[config.mk]
export PLATFORM = sky130hd
export DESIGN_NAME = rx_serial_7n2
export DESIGN_NICKNAME = d
export VERILOG_FILES = /design/src/rtl/rx_serial_7n2_pkg.sv /design/src/rtl/rx_serial_7n2_uc.sv /design/src/rtl/rx_serial_7n2.sv
export SDC_FILE = /design/constraint.sdc
export NUM_CORES = 1
export LEC_CHECK = 0
export BUFFER_PORTS_ARGS = -buffer_cell sky130_fd_sc_hd__clkbuf_2
export CAP_MARGIN = 20
export CORE_AREA = 2 2 83 61
export CTS_CLUSTER_DIAMETER = 200
export DETAILED_ROUTE_END_ITERATION = 7
export DIE_AREA = 0 0 85 63
export SLEW_MARGIN = 20
export SYNTH_ARGS = -nofsm -noshare
export SYNTH_HDL_FRONTEND = slang
export SYNTH_SLANG_ARGS = --single-unit
[constraint.sdc]
create_clock -name clock -period 2.2 [get_ports clock]
set_input_delay 0.22 -clock clock [delete_from_list [all_inputs] [get_ports clock]]
set_output_delay 0.22 -clock clock [all_outputs]
set_load 0.005 [all_outputs]
[src/rtl/rx_serial_7n2_pkg.sv]
// Shared constants for the 7N2 serial receiver: FSM encodings, frame width
// and bit-period defaults for the common baud rates at 50 MHz.
package rx_serial_7n2_pkg;

    typedef enum logic [3:0] {
        ST_IDLE  = 4'd0,
        ST_START = 4'd1,
        ST_DATA  = 4'd2,
        ST_STOP  = 4'd3,
        ST_DONE  = 4'd4,
        ST_ERRO  = 4'd5
    } estado_t;

    localparam int DATA_BITS   = 7;
    localparam int IDX_W       = 3;
    localparam int SYNC_STAGES = 2;
    localparam int M_9600      = 5208;
    localparam int M_115200    = 434;

endpackage

[src/rtl/rx_serial_7n2_uc.sv]
// Control unit of the 7N2 receiver: frame sequencing FSM that drives the
// datapath strobes (counter clear, shift, load, error set).
module rx_serial_uc
    import rx_serial_7n2_pkg::*;
(
    input  logic    clock,
    input  logic    reset,
    input  logic    rx,
    input  logic    tick,
    input  logic    ultimo_bit,
    output logic    zera_s,
    output logic    inicia,
    output logic    desloca,
    output logic    carrega,
    output logic    seta_erro,
    output estado_t estado
);

    estado_t state_reg;
    estado_t state_next;

    always_ff @(posedge clock) begin
        if (reset) begin
            state_reg <= ST_IDLE;
        end else begin
            state_reg <= state_next;
        end
    end

    always_comb begin
        state_next = state_reg;
        zera_s     = 1'b0;
        inicia     = 1'b0;
        desloca    = 1'b0;
        carrega    = 1'b0;
        seta_erro  = 1'b0;
        unique case (state_reg)
            ST_IDLE: begin
                zera_s = 1'b1;
                if (!rx) begin
                    state_next = ST_START;
                end
            end
            ST_START: begin
                // A line that is high again at mid-start was only a glitch.
                if (tick) begin
                    if (rx) begin
                        state_next = ST_IDLE;
                    end else begin
                        inicia     = 1'b1;
                        state_next = ST_DATA;
                    end
                end
            end
            ST_DATA: begin
                if (tick) begin
                    desloca = 1'b1;
                    if (ultimo_bit) begin
                        state_next = ST_STOP;
                    end
                end
            end
            ST_STOP: begin
                if (tick) begin
                    state_next = rx ? ST_DONE : ST_ERRO;
                end
            end
            ST_DONE: begin
                zera_s     = 1'b1;
                carrega    = 1'b1;
                state_next = ST_IDLE;
            end
            ST_ERRO: begin
                // Wait for the line to recover so a break cannot look like a start bit.
                zera_s    = 1'b1;
                seta_erro = 1'b1;
                if (rx) begin
                    state_next = ST_IDLE;
                end
            end
            default: begin
                state_next = ST_IDLE;
            end
        endcase
    end

    assign estado = state_reg;

endmodule

[src/rtl/rx_serial_7n2.sv]
// 7N2 asynchronous serial receiver: mid-bit sampling, 7-bit character
// reassembly, ready pulse / held data flag and framing error flag.
module rx_serial_7n2
    import rx_serial_7n2_pkg::*;
#(
    parameter int M = M_9600,
    parameter int N = 13
) (
    input  logic                 clock,
    input  logic                 reset,
    input  logic                 entrada_serial,
    input  logic                 limpa,
    output logic [DATA_BITS-1:0] dados_ascii,
    output logic                 pronto,
    output logic                 tem_dado,
    output logic                 erro,
    output logic                 db_entrada_serial,
    output logic                 db_tick,
    output logic [3:0]           db_estado
);

    localparam logic [N-1:0]     TICK_HALF = N'(M / 2 - 1);
    localparam logic [N-1:0]     TICK_FULL = N'(M - 1);
    localparam logic [IDX_W-1:0] IDX_LAST  = IDX_W'(DATA_BITS - 1);

    logic [SYNC_STAGES-1:0] sync_reg;
    logic                   rx;
    logic [N-1:0]           cnt_reg;
    logic                   tick;
    logic [IDX_W-1:0]       idx_reg;
    logic [DATA_BITS-1:0]   shift_reg;
    logic [DATA_BITS-1:0]   dados_reg;
    logic                   tem_dado_reg;
    logic                   erro_reg;
    logic                   zera_s;
    logic                   inicia;
    logic                   desloca;
    logic                   carrega;
    logic                   seta_erro;
    estado_t                estado;

    // Two-flop synchronizer; idles high like the line itself.
    always_ff @(posedge clock) begin
        if (reset) begin
            sync_reg <= '1;
        end else begin
            sync_reg <= {sync_reg[SYNC_STAGES-2:0], entrada_serial};
        end
    end

    assign rx = sync_reg[SYNC_STAGES-1];

    // Bit-period counter: half period to reach mid-start, full periods after that.
    assign tick = ((estado == ST_START) && (cnt_reg == TICK_HALF)) ||
                  (((estado == ST_DATA) || (estado == ST_STOP)) && (cnt_reg == TICK_FULL));

    always_ff @(posedge clock) begin
        if (reset || zera_s || tick) begin
            cnt_reg <= '0;
        end else begin
            cnt_reg <= cnt_reg + 1'b1;
        end
    end

    always_ff @(posedge clock) begin
        if (reset) begin
            idx_reg   <= '0;
            shift_reg <= '0;
        end else if (inicia) begin
            idx_reg <= '0;
        end else if (desloca) begin
            idx_reg   <= idx_reg + 1'b1;
            shift_reg <= {rx, shift_reg[DATA_BITS-1:1]};
        end
    end

    // Set beats clear when a load and limpa coincide.
    always_ff @(posedge clock) begin
        if (reset) begin
            dados_reg    <= '0;
            tem_dado_reg <= 1'b0;
            erro_reg     <= 1'b0;
        end else begin
            if (carrega) begin
                dados_reg <= shift_reg;
            end
            if (carrega) begin
                tem_dado_reg <= 1'b1;
            end else if (limpa) begin
                tem_dado_reg <= 1'b0;
            end
            if (inicia) begin
                erro_reg <= 1'b0;
            end else if (seta_erro) begin
                erro_reg <= 1'b1;
            end
        end
    end

    rx_serial_uc u_uc (
        .clock      (clock),
        .reset      (reset),
        .rx         (rx),
        .tick       (tick),
        .ultimo_bit (idx_reg == IDX_LAST),
        .zera_s     (zera_s),
        .inicia     (inicia),
        .desloca    (desloca),
        .carrega    (carrega),
        .seta_erro  (seta_erro),
        .estado     (estado)
    );

    assign dados_ascii       = dados_reg;
    assign pronto            = carrega;
    assign tem_dado          = tem_dado_reg;
    assign erro              = erro_reg;
    assign db_entrada_serial = rx;
    assign db_tick           = tick;
    assign db_estado         = estado;

endmodule

Yosys cells after proc, flatten, opt, wreduce, memory -nomap -nowiden:

Index checks and enable logic that the tools add are counted.

* register bits: 38
* word-level logic and storage cells: 56

* $add $sub $neg: 2
* equality and inequality tests: 14
* muxes and demuxes: 19
* bitwise gates (word level): 1
* reduce and logical (&&, ||, !) cells: 12

Operators by type and width (number)
* 2-to-1 mux 4 bit: 6
* one-hot mux 4 bit (5 select lines): 1
* adder 13 x 1 -> 13 bit (second input constant): 1
* equality test 13 x 12 -> 1 bit (second input constant): 1
* equality test 13 bit (second input constant): 1
* 2-to-1 mux 1 bit: 11
* inequality test 2 bit (second input constant): 5
* equality test 4 x 2 -> 1 bit (second input constant): 2
* equality test 4 x 3 -> 1 bit (second input constant): 2
* AND reduction 6 bit: 1
* equality test 4 x 1 -> 1 bit (second input constant): 1
* zero test 4 bit: 1
* logical OR 1 bit: 4
* adder 3 x 1 -> 3 bit (second input constant): 1
* equality test 3 bit (second input constant): 1
* OR reduction 3 bit: 1
* logical AND 1 bit: 2
* 2-to-1 mux 2 bit: 1
* inequality test 2 x 1 -> 1 bit (second input constant): 1
* AND reduction 2 bit: 1
* nonzero test 2 bit: 1
* OR reduction 2 bit: 1
* NOT 1 bit: 1

Depth between registers and ports, before layout:

Gate-level depths: netlist of the first run.

* depth in word-level cells: 8
* gate-level depth with buffers: 6

Hierarchy:

From an unflattened synthesis of the first run, not the netlist that was laid out.

* cell total of the unflattened synthesis: 169
* area, all modules: 1636.6 sq um

Modules (own cells, without submodules)
* rx_serial_7n2: times used 1, cells each 140, area an instance 1396.3 sq um
* rx_serial_uc: times used 1, cells each 29, area an instance 240.2 sq um

Least setup slack after synthesis of the first run:

OpenSTA, ideal clock, no wires.

* kind: register to register
* start point: register cnt_reg[0]
* end point: register idx_reg[1]
* library setup time: 88 ps
* data arrival time: 1642 ps
* required time: 2112 ps
* slack: 470 ps
* cell stages (with the launch flop): 7
* period minus slack after synthesis: 1730 ps
* cells stage by stage: dfxtp_1 ha_1 nor3b_1 nand4_2 a211o_1 buf_6 o32ai_2

* word-level cells in the longest chain between the ends: 6
* elaborated cells on any way between the ends: 10
* classes of those cells: 2 x eq/ne; 4 x mux; 4 x reduce/logical

RTL lines
* from (decl): line rx_serial_7n2.sv:28 `logic [N-1:0] cnt_reg;`
* from (signal assigned): line rx_serial_7n2.sv:61 `cnt_reg <= cnt_reg + 1'b1;`
* equality test 13 x 12 -> 1 bit or equality test 13 bit (tied branches): line rx_serial_7n2.sv:54, rx_serial_7n2.sv:55
* logical AND 1 bit (on tied branches): line rx_serial_7n2.sv:54, rx_serial_7n2.sv:55
* logical OR 1 bit (*): line rx_serial_7n2.sv:54 `assign tick = ((estado == ST_START) && (cnt_reg == TICK_HALF)) ||`
* 2-to-1 mux 1 bit: line rx_serial_7n2_uc.sv:46 `if (tick) begin`
* 2-to-1 mux 1 bit: line rx_serial_7n2_uc.sv:37 `unique case (state_reg)`
* OR reduction 2 bit (no source line)
* to (signal assigned): line rx_serial_7n2.sv:72 `idx_reg <= idx_reg + 1'b1;`
* to (decl): line rx_serial_7n2.sv:30 `logic [IDX_W-1:0] idx_reg;`

Every way passes the cells marked *; elsewhere a longest branch is shown, timed or not.
A chain may end at the register's enable or synchronous reset.

Worst setup path after layout of the first run:

Ends and elaborated chain as after synthesis.

==> impl_results.md, run 1 <==
- DR iter-0 viols: 138
- Util after Layout: 0.427
- WL per Instance: between 10 and 15 microns
- Std-Cell Rows: 21
- Tcrit/Tclk final: 0.898
- Post-synthesis sequential area ratio: 0.422
- Critical-path cell list: ha_1, nor3b_1, nand4_2, a211o_1, o32ai_2
- Final GP Congestion: slightly above 0.8
- Mapped Nets: 200
- Static leakage: 0.745 nW
- Max stage delay on crit path: ~0.51 ns
- Peak supply drop: ~0.36 mV
- Final Critical Period: 1.98 ns
- CTS max path bufs: 2
- PwrDens: 594 nW/um^2
- Setup_tns: 0 ns
- Inserted Diodes: 0
- Synthesized cell area: 1760 sq um
- CTS tree: built
- DRC: 0
- # IOs: 20
- Final wirelength: 3340 microns
- Max-Cap Viols: 0
- Final net count: 218
- Die ar.: 5360 sq um
- Status: finished, final reports clean
- Max reg flops: 13
- Setup violations, final: 0
- Asr flop ratio synth: 0
- Worst min-delay path class: primary input to flop
- Cell variety after synth: 44
- Syn Inst Count: approximately 190
- WP data required: 2.40 ns
- Clk root buf: clkbuf_8
- Gr ovfl total: 0
- GR Util All Layers: 0.135
- Met1 Track Usage GR: 0.202
- Clk slew on worst S/H paths: 0.08 ns
- Max FO, Critical Path: 9
- Grt met3 use: 0.0277
- Initial Util: 0.382
- Final Hold Vio Count: 0
- Warnings from Yosys: 0
- EDFF count, synth: 0
- Overall via count from detail_route: 1344
- TritonCTS buffer count: 5
- Layout cell share with drive strength beyond 1: 0.184
- Fin. max-slew vios: 0
- Largest net degree at the start of global routing: 17
- Worst-margin pin slew: 0.518 ns
- Area Growth Syn to Fin: 11.8%
- Crit path launch type: flop
- Vias in the first global route: 1276
- Ys flop type: dfxtp_1
- Hold buffers post-CTS: 0
- Post-CTS sizing: 0
- RSZ-0062 raised after global routing: no
- Avg Vias per Cell: about 5
- Fmax: 506 MHz
- Worst Skew: 0.00750 ns
- GRT busiest layer: met1
- Met2 Use GR: 0.188
- H-tree depth: 2
- Crit-path slowest cell: a211o_1
- PortBufs: 18
- Postcts setup bufs: 0
- Core ar.: 4600 sq um
- First drt pass iteration count: 4
- Clk sinks: 37
- Mapped Avg Cell Area: 9.10 sq um
- Final ANT Viol Nets: 0
- First-pass GRT wire length: 5900 microns
- WS Path Type: flop to flop
- Die Y: ~63 microns
- Initial antenna violation count: 0
- DP HPWL: between 2000 and 2500 microns
- Number of synthesized register bits: 37
- Slew HR: 0.654
- Die W: 85 microns
- Endpoint type of the worst setup path: flop
- WP data arrival: between 2 and 2.5 ns
- Worst-skew pair later-pin latency: 0.28 ns
-- logic make-up after synthesis --
family          Yosys count  synth area share
flops                    37             0.422
mux                      15            0.0855
compound gates           16            0.0712
buf+inv                  18            0.0556
fa+ha+maj                 3            0.0214
simple gates             91             0.283
other cells               1           0.00213
xor+xnor                 12            0.0598
-- per-stage QoR --
stage	hold slack (ns)	cells	power, mW	area, sq um	setup slack (ns)
detailed placement	0.392	261	0.726	1880	0.246
global route	0.113	269	1.22	1960	0.00587
finish	0.114	269	1.17	1960	0.224
floorplan	0.324	193	0.715	1760	0.470
global placement	0.391	261	0.727	1880	0.284
CTS	0.103	269	1.19	1960	0.213
-- report_power, final --
group          total, mW  internal, mW  switching (mW)
combinational     0.0354        0.0125          0.0229
clock              0.457         0.223           0.234
sequential         0.675         0.673         0.00265
-- per-layer routing --
metal  routed length (microns)  vias up
met4                        34        0
met1                      1870      625
met3                        93        2
li1                          -      696
met2                      1340       21
met5                         0        -
-- cells in the mapped netlist, types with 2 or more instances --
cell type | instances | area share
and3_1 | 2 | 0.0071
ha_1 | 3 | 0.021
dfxtp_1 | 37 | 0.42
clkbuf_1 | 4 | 0.0085
buf_2 | 3 | 0.0085
xnor2_1 | 10 | 0.050
nor2_1 | 31 | 0.066
inv_1 | 7 | 0.015
o211ai_1 | 2 | 0.0085
buf_6 | 3 | 0.019
nand2_1 | 22 | 0.047
xor2_1 | 2 | 0.010
a21oi_1 | 3 | 0.0085
nor3_1 | 3 | 0.0085
or2_2 | 2 | 0.0071
nand3_1 | 7 | 0.020
o22ai_1 | 2 | 0.0071
nor3b_1 | 4 | 0.017
mux2i_1 | 15 | 0.085
and4bb_2 | 3 | 0.021
nand2b_1 | 2 | 0.0071
nand4_1 | 4 | 0.014
-- layout by cell type, fill, tap and decap left out, types with 4 or more instances in the layout --
master    count
dfxtp_1      37
nor2_1       31
nand2_1      22
clkbuf_2     18
mux2i_1      15
xnor2_1      10
inv_1         7
nand3_1       7
clkbuf_8      5
nor3b_1       4
nand4_1       4
buf_4         4
-- final cells by class --
class / instances / area (sq um)
inverters: 7 / 26.3
flip-flops and latches: 37 / 741
clock buffers: 6 / 72.6
clock inverters: 2 / 15.0
fillers: 446 / 2630
well taps: 57 / 71.3
multi-input cells: 138 / 918
repair buffers: 22 / 120
-- worst max-delay path, delay by kind of cell, from the launching register on --
kind                     cells  cell delay, ns
flip-flops                   1            0.38
AO/OA/AOI/OAI                2            0.75
AND/OR/NAND/NOR              2            0.48
adder cells (fa/ha/maj)      1            0.28
-- path summary, 6_finish.rpt --
check,slack (ns),from,to,cells after the start
hold reg to reg,0.41,sync_reg[0],sync_reg[1],1
hold / removal,0.11,entrada_serial,sync_reg[0],2
setup / recovery,0.22,cnt_reg[0],idx_reg[1],5
setup reg to reg,0.22,cnt_reg[0],idx_reg[1],5
No activity file was read; power rests on OpenSTA's default activity.
==> run 2, diff against run 1 <==
--- a/config.mk
+++ b/config.mk
@@ -11,6 +11,7 @@
 export CTS_CLUSTER_DIAMETER = 200
 export DETAILED_ROUTE_END_ITERATION = 7
 export DIE_AREA = 0 0 85 63
+export SETUP_SLACK_MARGIN = 0.3
 export SLEW_MARGIN = 20
 export SYNTH_ARGS = -nofsm -noshare
 export SYNTH_HDL_FRONTEND = slang
==> impl_results.md, run 2 (synthesized netlist as in run 1, its figures left out) <==
- First drt pass iteration count: 4 (unchanged)
- Final Hold Vio Count: 0 (unchanged)
- Inserted Diodes: 0 (unchanged)
- Final net count: 221 (was 218)
- Die Y: 63 microns (unchanged)
- Initial antenna violation count: 0 (unchanged)
- Final GP Congestion: 0.826 (unchanged)
- Max-Cap Viols: 0 (unchanged)
- Setup ws final: 0.414 ns (was 0.224 ns)
- WP data required: 2.37 ns (was 2.40 ns)
- Final Critical Period: 1.79 ns (was 1.98 ns)
- Clk sinks: 37 (unchanged)
- Die ar.: 5360 sq um (unchanged)
- Peak supply drop: 0.356 mV (was 0.358 mV)
- Setup_tns: 0 ns (unchanged)
- # IOs: 20 (unchanged)
- First-pass GRT wire length: 5890 microns (was 5900 microns)
- Setup crit start: cnt_reg[0] (unchanged)
- Worst Skew: 0.00741 ns (was 0.00750 ns)
- DP HPWL: 2400 microns (unchanged)
- Worst-skew pair later-pin latency: 0.28 ns (about the same)
- Length of routed met2 wiring: 1480 microns (was 1340 microns)
- Tcrit/Tclk final: 0.812 (was 0.898)
- CTS tree: built (unchanged)
- Number of fill cells: 433 (was 446)
- Endpoint type of the worst setup path: flop (unchanged)
- Die W: 85 microns (unchanged)
- DR WL met3: 136 microns (was 93 microns)
- Final wirelength: 3510 microns (was 3340 microns)
- Area Growth Syn to Fin: 16.2% (was 11.8%)
- PortBufs: 18 (unchanged)
- Crit path launch type: flop (unchanged)
- WP data arrival: 1.95 ns (was 2.18 ns)
- DRC: 0 (unchanged)
- Largest net degree at the start of global routing: 17 (unchanged)
- Setup violations, final: 0 (unchanged)
- TritonCTS buffer count: 5 (unchanged)
- WS Path Type: flop to flop (unchanged)
- Initial Util: 0.382 (unchanged)
- Clk slew on worst S/H paths: 0.08 ns (about the same)
- DR top layer: met4 (unchanged)
- CTS max path bufs: 2 (unchanged)
- H-tree depth: 2 (unchanged)
- Fmax: 560 MHz (was 506 MHz)
- Core ar.: 4600 sq um (unchanged)
- GR Util All Layers: 0.135 (about the same)
- Hold buffers post-CTS: 0 (unchanged)
- Most frequent cells in the layout: 35 x dfxtp_1, 31 x nor2_1, 22 x nand2_1 (was 37 x dfxtp_1, 31 x nor2_1, 22 x nand2_1)
- Std-Cell Rows: 21 (unchanged)
- Gr ovfl total: 0 (unchanged)
- Avg Vias per Cell: 5.04 (was 5.00)
- WL per Instance: 12.9 microns (was 12.4 microns)
- Worst min-delay path class: primary input to flop (unchanged)
- Most common cell after layout, fill and taps aside: dfxtp_1 (unchanged)
- PwrDens: 572 nW/um^2 (was 594 nW/um^2)
- Crit Reg-Reg Startpoint: cnt_reg[0] (unchanged)
- Max FO, Critical Path: 6 (was 9)
- Vias in the first global route: 1274 (was 1276)
- Fin. max-slew vios: 0 (unchanged)
- Met1 Routed Length: 1840 microns (was 1870 microns)
- Static leakage: 0.771 nW (was 0.745 nW)
- Overall via count from detail_route: 1372 (was 1344)
- RSZ-0062 raised after global routing: no (unchanged)
- Min-delay src: entrada_serial (unchanged)
- DR iter-0 viols: 136 (was 138)
- Fin cells: 272 (was 269)
- Status: finished, final reports clean (unchanged)
- Max reg flops: 13 (unchanged)
- Layout cell share with drive strength beyond 1: 0.237 (was 0.184)
- Clk root buf: clkbuf_8 (unchanged)
- Dpl ws: 0.246 ns (unchanged)
- Placed cells: 261 (unchanged)
- Final ANT Viol Nets: 0 (unchanged)
==> run 2: layout make-up <==
type / count / area [sq um] / share of cell area
Clock buffer: 6 / 72.6 / 0.0356
Clock inverter: 2 / 15.0 / 0.00736
Inverter: 7 / 26.3 / 0.0129
Multi-Input combinational cell: 138 / 970 / 0.475
Sequential cell: 37 / 743 / 0.364
Tap cell: 57 / 71.3 / 0.0349
Timing Repair Buffer: 25 / 143 / 0.0699
==> run 2: where the power goes <==
part,internal [mW],leakage (nW),switching [mW]
clock,0.223,0.0374,0.232
sequential,0.673,0.300,0.00297
combinational,0.0127,0.434,0.0234
==> run 2: worst paths after layout <==
path / to / slack (ns) / depth (start not counted)
hold / removal: sync_reg[0] / 0.11 / 2
setup / recovery: idx_reg[1] / 0.41 / 6
hold reg to reg: sync_reg[1] / 0.41 / 1
setup reg to reg: idx_reg[1] / 0.41 / 6
==> run 2: worst max-delay path: stages, from the launching register on <==
cell and delay [ns]:
dfxtp_2 0.38, ha_4 0.18, and4b_1 0.20, nand4_1 0.25, buf_4 0.24, a221oi_2 0.29, o32ai_2 0.12
==> run 2: routing by layer <==
| metal | vias up | track usage |
|---|---|---|
| met5 | - | 0 |
| met4 | 0 | 0.0536 |
| li1 | 708 | - |
| met3 | 4 | 0.0277 |
| met2 | 33 | 0.188 |
| met1 | 627 | 0.201 |
==> run 2: what timing repair did <==
action                                  4_1_cts  5_1_grt
pin swaps                                     0        3
endpoints found under the setup margin       10       24
setup buffers                                 0        3
resized for setup                             3        8
==> run 2: per-stage QoR <==
step | total power [mW] | instance area (sq um) | hold slack [ns] | util
final | 1.17 | 2040 | 0.114 | 0.444
after global routing | 1.22 | 2040 | 0.113 | 0.444
after CTS | 1.19 | 1970 | 0.103 | 0.429
after detailed placement | 0.726 | 1880 | 0.392 | 0.408
after global placement | 0.727 | 1880 | 0.391 | 0.408
after floorplan | 0.715 | 1760 | 0.324 | -
==> run 3, diff against run 2 <==
==> constraint.sdc (replaced) <==
create_clock -name clock -period 1.55 [get_ports clock]
set_input_delay 0.155 -clock clock [delete_from_list [all_inputs] [get_ports clock]]
set_output_delay 0.155 -clock clock [all_outputs]
set_load 0.005 [all_outputs]
==> impl_results.md, run 3 (synthesized netlist as in run 1, its figures left out) <==
- Max-Cap Viols: 0 (unchanged)
- GR Util All Layers: 0.169 (was 0.135)
- Final net count: 260 (was 221)
- RSZ-0062 raised after global routing: yes (was no)
- WS Path Type: flop to flop (unchanged)
- DP HPWL: 2820 microns (was 2400 microns)
- Most common cell after layout, fill and taps aside: nor2_1 (was dfxtp_1)
- Clk slew on worst S/H paths: 0.08 ns (about the same)
- DR iter-0 viols: 105 (was 136)
- Avg Vias per Cell: 4.98 (was 5.04)
- Final Critical Period: 1.68 ns (was 1.79 ns)
- First drt pass iteration count: 4 (unchanged)
- Failing checks: setup timing
- DRC: 0 (unchanged)
- Most frequent cells in the layout: 29 x nor2_1, 28 x buf_4, 26 x dfxtp_1 (was 35 x dfxtp_1, 31 x nor2_1, 22 x nand2_1)
- Layout cell share with drive strength beyond 1: 0.453 (was 0.237)
- Final wirelength: 4450 microns (was 3510 microns)
- Util after Layout: 0.576 (was 0.444)
- Setup violations, final: 23 (was 0)
- Area Growth Syn to Fin: 50.9% (was 16.2%)
- Worst Skew: 0.00518 ns (was 0.00741 ns)
- WL per Instance: 14.3 microns (was 12.9 microns)
- Inserted Diodes: 0 (unchanged)
- Std-Cell Rows: 21 (unchanged)
- Final ANT Viol Nets: 0 (unchanged)
- Fmax: 594 MHz (was 560 MHz)
- PortBufs: 18 (unchanged)
- H-tree depth: 2 (unchanged)
- Final GP Congestion: 0.783 (was 0.826)
- Gr ovfl total: 0 (unchanged)
- CTS tree: built (unchanged)
- Crit path launch type: flop (unchanged)
- First-pass GRT wire length: 7070 microns (was 5890 microns)
- Status: complete, but fails checks (was finished, final reports clean)
- TritonCTS buffer count: 5 (unchanged)
- Setup ws final: -0.134 ns (was 0.414 ns)
- # IOs: 20 (unchanged)
- Dpl ws: -0.137 ns (was 0.246 ns)
- WP data arrival: 1.89 ns (was 1.95 ns)
- Vias in the first global route: 1462 (was 1274)
- Final Hold Vio Count: 0 (unchanged)
- Die Y: 63 microns (unchanged)
- Max reg flops: 13 (unchanged)
- Initial antenna violation count: 0 (unchanged)
- Number of fill cells: 365 (was 433)
- PwrDens: 763 nW/um^2 (was 572 nW/um^2)
- Tcrit/Tclk final: 1.09 (was 0.812)
- Worst-skew pair later-pin latency: 0.29 ns (was 0.28 ns)
- WP data required: 1.76 ns (was 2.37 ns)
- Die ar.: 5360 sq um (unchanged)
- Initial Util: 0.382 (unchanged)
- Endpoint type of the worst setup path: flop (unchanged)
- CTS max path bufs: 2 (unchanged)
- Fin. max-slew vios: 0 (unchanged)
- Core ar.: 4600 sq um (unchanged)
- Hold buffers post-CTS: 0 (unchanged)
- Overall via count from detail_route: 1549 (was 1372)
- Die W: 85 microns (unchanged)
- Clk sinks: 37 (unchanged)
- Peak supply drop: 0.670 mV (was 0.356 mV)
- Total power: 2.02 mW (was 1.17 mW)
- Static leakage: 1.07 nW (was 0.771 nW)
- Largest net degree at the start of global routing: 17 (unchanged)
- Clk root buf: clkbuf_8 (unchanged)
- Worst min-delay path class: primary input to flop (unchanged)
- Max FO, Critical Path: 5 (was 6)
-- run 3: cell count changes in the layout (fill, tap and decap cells not counted), moves of 3 or more --
cell | previous run | this run
dfxtp_1 | 35 | 26
dfxtp_2 | 2 | 8
dfxtp_4 | 0 | 3
buf_6 | 0 | 14
buf_4 | 7 | 28
nor3b_1 | 3 | 0
-- run 3: repair_timing --
item,CTS,global route
pin swaps,9,4
endpoints found under the hold margin,0,0
buffers inserted,11,1
resized for setup,38,25
setup endpoints to repair,36,37
cloned,1,1
-- run 3: path summary, 6_finish.rpt --
path | start | endpoint | slack [ns] | cells after the start
setup reg to reg | cnt_reg[0] | idx_reg[1] | -0.13 | 6
hold / removal | entrada_serial | sync_reg[0] | 0.04 | 2
hold reg to reg | sync_reg[0] | sync_reg[1] | 0.42 | 1
setup / recovery | cnt_reg[0] | idx_reg[1] | -0.13 | 6
-- run 3: power by group --
group	internal (mW)	switching (mW)
logic	0.0330	0.0439
clock network	0.639	0.355
registers	0.950	0.00264
-- run 3: final cells by class --
cell class                      instances  area (sq um)  share of cell area
Multi-Input combinational cell        139          1120               0.424
Sequential cell                        37           762               0.288
Timing Repair Buffer                   63           533               0.201
Tap cell                               57          71.3              0.0269
Clock buffer                            5          68.8              0.0260
Clock inverter                          3          65.1              0.0246
Inverter                                7          26.3             0.00992
-- run 3: routing by layer --
layer	GRT usage	wire length (microns)	vias to the layer above
li1	-	-	795
met4	0.0694	83	0
met3	0.0357	161	7
met1	0.235	2160	716
met5	0	0	-
met2	0.253	2050	31
-- run 3: critical path, stage by stage, from the launching register on --
cell and delay (ns):
dfxtp_2 0.36, ha_4 0.15, and4b_1 0.22, nand4_1 0.14, buf_6 0.17, a211o_4 0.36, o32ai_2 0.19
-- run 3: per-stage QoR --
stage | cells | instance area [sq um] | setup TNS [ns] | hold WS (ns)
floorplan | 193 | 1800 | -0.170 | 0.259
global placement | 289 | 2130 | -0.843 | 0.337
detailed placement | 289 | 2130 | -1.11 | 0.339
CTS | 309 | 2510 | -0.425 | 0.0310
global route | 311 | 2650 | -2.56 | 0.0397
finish | 311 | 2650 | -1.41 | 0.0376
